$ cat src/rtl/prog_loader_pkg.sv
// prog_loader_pkg: shared address/data types, loader state and error codes, memory map constants
package prog_loader_pkg;

    localparam int ADDR_W    = 6;
    localparam int DATA_W    = 8;
    localparam int MEM_DEPTH = 64;

    typedef struct packed {
        logic [ADDR_W-1:0] phys_addr;
    } addr_t;

    typedef struct packed {
        logic [DATA_W-1:0] raw_data;
    } data_t;

    localparam logic [ADDR_W-1:0] NORMAL = 6'd0;
    localparam logic [ADDR_W-1:0] SWINT  = 6'd16;
    localparam logic [ADDR_W-1:0] EXC    = 6'd32;
    localparam logic [ADDR_W-1:0] HWINT  = 6'd48;

    typedef enum logic [2:0] {
        IDLE,
        LEN,
        DATA,
        CHK,
        DONE,
        ERR
    } loader_state_t;

    typedef enum logic [1:0] {
        NONE     = 2'd0,
        BAD_ADDR = 2'd1,
        BAD_LEN  = 2'd2,
        BAD_CHK  = 2'd3
    } loader_err_t;

    // Widened so an oversized length byte cannot wrap back into range.
    function automatic logic len_ok(input logic [ADDR_W-1:0] base, input logic [7:0] len);
        return (len != 8'd0) && (({3'b000, base} + {1'b0, len}) <= 9'(MEM_DEPTH));
    endfunction

endpackage

$ cat src/rtl/prog_loader.sv
// prog_loader: framed byte-stream loader writing the program memory and holding the CPU while busy
module prog_loader
    import prog_loader_pkg::*;
(
    input  logic        clk,
    input  logic        rst,
    input  logic        in_valid,
    input  logic [7:0]  in_data,
    output logic        in_ready,
    output logic        mem_we,
    output addr_t       mem_addr,
    output data_t       mem_wdata,
    output logic        busy,
    output logic        done,
    output logic        err,
    output logic [1:0]  err_code,
    input  logic        err_clr
);

    loader_state_t     r_state;
    loader_err_t       r_err_code;
    logic              r_in_ready;
    logic              r_mem_we;
    addr_t             r_mem_addr;
    data_t             r_mem_wdata;
    logic              r_busy;
    logic              r_done;
    logic              r_err;
    logic [ADDR_W-1:0] r_base;
    logic [ADDR_W-1:0] r_ptr;
    logic [6:0]        r_cnt;
    logic [7:0]        r_acc;
    logic [7:0]        w_acc_next;

    assign w_acc_next = r_acc + in_data;

    assign in_ready  = r_in_ready;
    assign mem_we    = r_mem_we;
    assign mem_addr  = r_mem_addr;
    assign mem_wdata = r_mem_wdata;
    assign busy      = r_busy;
    assign done      = r_done;
    assign err       = r_err;
    assign err_code  = r_err_code;

    // in_ready is low only in DONE and ERR, so in_valid alone marks a transfer elsewhere.
    always_ff @(posedge clk) begin
        if (rst) begin
            r_state     <= IDLE;
            r_in_ready  <= 1'b1;
            r_mem_we    <= 1'b0;
            r_mem_addr  <= '0;
            r_mem_wdata <= '0;
            r_busy      <= 1'b0;
            r_done      <= 1'b0;
            r_err       <= 1'b0;
            r_err_code  <= NONE;
            r_base      <= '0;
            r_ptr       <= '0;
            r_cnt       <= '0;
            r_acc       <= '0;
        end else begin
            r_mem_we <= 1'b0;
            r_done   <= 1'b0;
            case (r_state)
                IDLE: if (in_valid) begin
                    if (in_data[7:6] != 2'b00) begin
                        r_state    <= ERR;
                        r_err      <= 1'b1;
                        r_err_code <= BAD_ADDR;
                        r_in_ready <= 1'b0;
                    end else begin
                        r_base  <= in_data[5:0];
                        r_acc   <= in_data;
                        r_busy  <= 1'b1;
                        r_state <= LEN;
                    end
                end
                LEN: if (in_valid) begin
                    if (!len_ok(r_base, in_data)) begin
                        r_state    <= ERR;
                        r_err      <= 1'b1;
                        r_err_code <= BAD_LEN;
                        r_busy     <= 1'b0;
                        r_in_ready <= 1'b0;
                    end else begin
                        r_cnt   <= in_data[6:0];
                        r_acc   <= w_acc_next;
                        r_ptr   <= r_base;
                        r_state <= DATA;
                    end
                end
                DATA: if (in_valid) begin
                    r_mem_we              <= 1'b1;
                    r_mem_addr.phys_addr  <= r_ptr;
                    r_mem_wdata.raw_data  <= in_data;
                    r_ptr                 <= r_ptr + 1'b1;
                    r_cnt                 <= r_cnt - 1'b1;
                    r_acc                 <= w_acc_next;
                    r_state               <= (r_cnt == 7'd1) ? CHK : DATA;
                end
                CHK: if (in_valid) begin
                    r_acc      <= w_acc_next;
                    r_busy     <= 1'b0;
                    r_in_ready <= 1'b0;
                    if (w_acc_next == 8'd0) begin
                        r_state <= DONE;
                        r_done  <= 1'b1;
                    end else begin
                        r_state    <= ERR;
                        r_err      <= 1'b1;
                        r_err_code <= BAD_CHK;
                    end
                end
                DONE: begin
                    r_in_ready <= 1'b1;
                    r_state    <= IDLE;
                end
                ERR: if (err_clr) begin
                    r_err      <= 1'b0;
                    r_err_code <= NONE;
                    r_in_ready <= 1'b1;
                    r_state    <= IDLE;
                end
                default: r_state <= IDLE;
            endcase
        end
    end

endmodule

$ cat config.mk
export PLATFORM = sky130hd
export DESIGN_NAME = prog_loader
export DESIGN_NICKNAME = d
export VERILOG_FILES = /design/src/rtl/prog_loader_pkg.sv /design/src/rtl/prog_loader.sv
export SDC_FILE = /design/constraint.sdc
export NUM_CORES = 1
export LEC_CHECK = 0
export CAP_MARGIN = 20
export CORE_ASPECT_RATIO = 1.5
export CORE_MARGIN = 2
export CORE_UTILIZATION = 45
export CTS_CLUSTER_SIZE = 40
export DETAILED_ROUTE_END_ITERATION = 8
export PLACE_DENSITY = 0.74
export RECOVER_POWER = 100
export SYNTH_ARGS = -nofsm -noshare
export SYNTH_HDL_FRONTEND = slang
export SYNTH_SLANG_ARGS = --single-unit
export TNS_END_PERCENT = 20
$ cat constraint.sdc
create_clock -name clk -period 5.2 [get_ports clk]
set_input_delay 1.04 -clock clk [delete_from_list [all_inputs] [get_ports clk]]
set_output_delay 1.04 -clock clk [all_outputs]
set_load 0.005 [all_outputs]
==> summary by stage <==
Status
The flow ran to the end, and the final reports show no timing, DRC or antenna violations.

Logic synthesis
Yosys mapped a number of flops with a built-in enable equal to 0. The number of standard cells after synthesis is 378. Counting flops with an async set or reset pin after synthesis yields a share of 0%. dfxtp_1 takes more of the synthesized area than any other cell. The mean instance size in the synthesized netlist is 8.22 um2. By count the netlist is led by dfxtp_1, nand2_1, nor2_1. Among all flip-flop cells after synthesis, the most frequent one is dfxtp_1.

The count of distinct cell types in the synthesized netlist is 65. The share of the Yosys chip area taken by registers is 32.9%. The proportion of netlist area held by the largest area contributor is 32.9%. By area the synthesized netlist is led by dfxtp_1, ha_1, a21oi_1, nand2_1, mux2i_1.

The number of warnings reported in the yosys synthesis log is 0. The cell with the most instances after synthesis is dfxtp_1. Summing every instance area after synthesis gives 3110 um2. The number of nets in the synthesized netlist is 408. Counting flops and latches in the post-synthesis netlist gives 51.

Detailed routing
The detailed route wirelength on metal3 is 265 um. The average routed wire per standard cell is 15.5 um. The routed design uses 3620 um of met2 wire. The count of nets left with antenna violations once routing finished came out at 0. The uppermost signal routing layer after detailed routing is met4.

Before antenna repair, the detailed router went through 5 iterations. The routed design has 7360 um of wire. The routed via count is 2,854. The number of violations reported at the end of detailed-routing iteration 0 is 233. In the routed layout, each cell is associated on average with a via count of 6.00. The detailed router put a total of 3190 um of wire on met1.

After detailed routing, the number of remaining DRC violations is 0.

Worst setup path
The standard cell with the maximum stage delay on the critical path is a211oi_4. The critical path capture point type is a flop. The worst setup path is of the in -> reg kind.

STA puts the critical path data required time at 5410 ps. The critical path's largest stage delay is 680 ps. The highest fanout seen on the critical path is 14. The critical path goes through dlygate4sd3_1, ha_1, fa_1, xnor2_1, o2111ai_2, nor4_1, o22ai_1, a211oi_4, a21oi_1, a31o_2.

The critical path arrival is 4470 ps. The category of the worst setup path launch point is a primary input.

Timing
Timing would allow up to 235 MHz. Setup repair after global routing left no endpoint under its margin. Between clock sinks in the finished design, the worst skew comes to 6.70 ps. The number of pins exceeding their max-slew limit in the final report is 0. After layout, the worst path uses 81.9% of the clock period.

The final critical delay including setup and external delays is 4260 ps. The worst slew margin relative to its limit is 14.3%. The total setup violations reported at the end of the flow is 0.

The aggregate negative setup slack is 0 ps. The measured slew at the worst slew-check pin is 1280 ps. The number of hold violations in the final report is 0.

Floorplan
The floorplan die height is 106 um. The overall die area is 7600 um2. The floorplan has 37 rows. The area of the core is 6760 um2. The die boundary width is 71.8 um.

In this run the count of I/O pins placed on the die edge is 33. The starting density of the core is 46.0%.

Power
The switching share of power is 30.9%. The share of total power dissipated in combinational logic is 22.5%. The leakage component of the power is 1.35 nW.

In this run the power density over the cells is 249 nW/um2. In this run, flip-flops and latches consume 49.2% of the power. The share of total power dissipated in the clock network is 28.4%.

Across the VDD grid, the largest voltage drop is 0.125 mV. Cell internal power was estimated by the tool at 0.600 mW. In this run the power spent charging and discharging nets is 0.269 mW.

GRT
The first global-routing pass estimated 12,200 um of wire. The number of antenna violations at the first check in global routing came to 0. The largest net degree at the start of global routing is 50. The number of global-route vias before repair came to 2,600. The total overflow left after global routing is 0.

In the global route stage, overall resource usage came out at 19.7%.

Placed design
The final estimated routing congestion in global placement is 1.01. The cell area after placement is 3450 um2. The number of buffers added on ports is 32. The wire-length estimate of the detail-placed layout is 5330 um. In this run, placement finished with an instance count of 468.

Layout
The finished cells cover 3490 um2. The fraction of final layout cells with drive strength greater than 1 is 6.28%. Compared with the post-synthesis result, the final layout area differs by 12.4%.

The net count of the finished layout is 427. The repair_antennas step left the layout with diodes totalling 0. The filler-free cell count of the finished design is 476.

Clocking
TritonCTS built the clock tree. The cell sitting at the root of the clock tree is a clkbuf_8. The number of clock buffers inserted by TritonCTS is 5.

Once the clock tree was built, the resizer swapped 0 gates to a different size. The buffer count from post-CTS setup fixing is 0. In this run the deepest clock path goes through 2 buffers. For this design, the CTS-stage hold fixing added 0 buffers. The total number of clock tree sinks is 51.

Clock-pin slew was measured on the worst setup and hold paths at 90 ps. The clock insertion delay at the later pin of the skew report is 310 ps. The clock tree synthesis step divided the H-tree into 2 levels.

Min path
The path type of the worst min-delay path is reg -> reg.

Flow run
The max-cap violation count is 0.
## layout make-up
type / instances / area, um2
clock buffer: 6 / 82.6
clock inverter: 2 / 16.3
fill: 671 / 3270
inverter: 11 / 41.3
multi-input combinational: 293 / 1900
sequential: 51 / 1020
tap: 78 / 97.6
timing repair buffer: 35 / 334
## layout by cell type (no fill, tap or decap), types with 11 or more instances in the layout
master	n
dfxtp_1	51
nand2_1	46
nor2_1	40
a21oi_1	39
dlygate4sd3_1	24
nor3_1	17
ha_1	16
mux2i_1	15
o21ai_0	12
inv_1	11
## logic make-up (layout without fill, tap and decap cells)
kind of cell / after synthesis / after routing / share of synthesized area (%)
adders and majority gates: 18 / 18 / 7.73
muxes: 17 / 17 / 5.56
DFF: 51 / 51 / 32.9
buffers and inverters: 34 / 54 / 4.55
AOI/OAI and AO/OA: 101 / 101 / 23.3
and+or+nand+nor: 149 / 149 / 23.8
xor gates and xnor gates: 8 / 8 / 2.26
## metal layers
metal  GRT usage, %  vias up
li1               -     1410
met1           24.2     1344
met2           33.2       75
met3           2.20       25
met4           10.6        0
met5              0        -
## flip-flops by register name, summed over array words and instances (netlist names)
register   cells
done           1
err            1
r_cnt          7
mem_wdata      8
r_state        3
in_ready       1
err_code       2
mem_addr       6
r_base         6
r_ptr          6
r_acc          8
mem_we         1
busy           1
## through the flow
step | total power, mW | hold WS [ps] | setup slack [ps] | utilization, %
finish | 0.870 | 453 | 941 | 51.7
detailed placement | 0.640 | 445 | 822 | 51.0
global placement | 0.634 | 441 | 928 | 51.0
CTS | 0.884 | 459 | 1140 | 52.5
global route | 0.912 | 471 | 644 | 51.7
floorplan | 0.584 | 441 | 1890 | -
## power by group through the flow
stage	combinational (mW)	clock [mW]	sequential, mW
2_1_floorplan	0.156	0	0.428
3_3_place_gp	0.198	0	0.436
3_5_place_dp	0.203	0	0.437
4_1_cts	0.204	0.252	0.428
5_1_grt	0.219	0.262	0.431
6_report	0.195	0.247	0.427
## worst paths after layout
check                            start                         to  slack, ps  cells after the start
max                         in_data[0]      r_acc[7]$_SDFFE_PP0P_        940                     10
min          mem_wdata[0]$_SDFFE_PP0P_  mem_wdata[0]$_SDFFE_PP0P_        450                      2
max reg2reg     r_base[0]$_SDFFE_PP0P_      r_acc[7]$_SDFFE_PP0P_       2040                      9
min reg2reg  mem_wdata[0]$_SDFFE_PP0P_  mem_wdata[0]$_SDFFE_PP0P_        450                      2
## worst max-delay path: cells and delay by family
family                     cells  cell delay (ps)
xor gates and xnor gates       1              230
adders and majority gates      2              680
and+or+nand+nor                1              320
buffers and inverters          1              660
AOI/OAI and AO/OA              5             1520
Power figures use the tool's default switching activity.
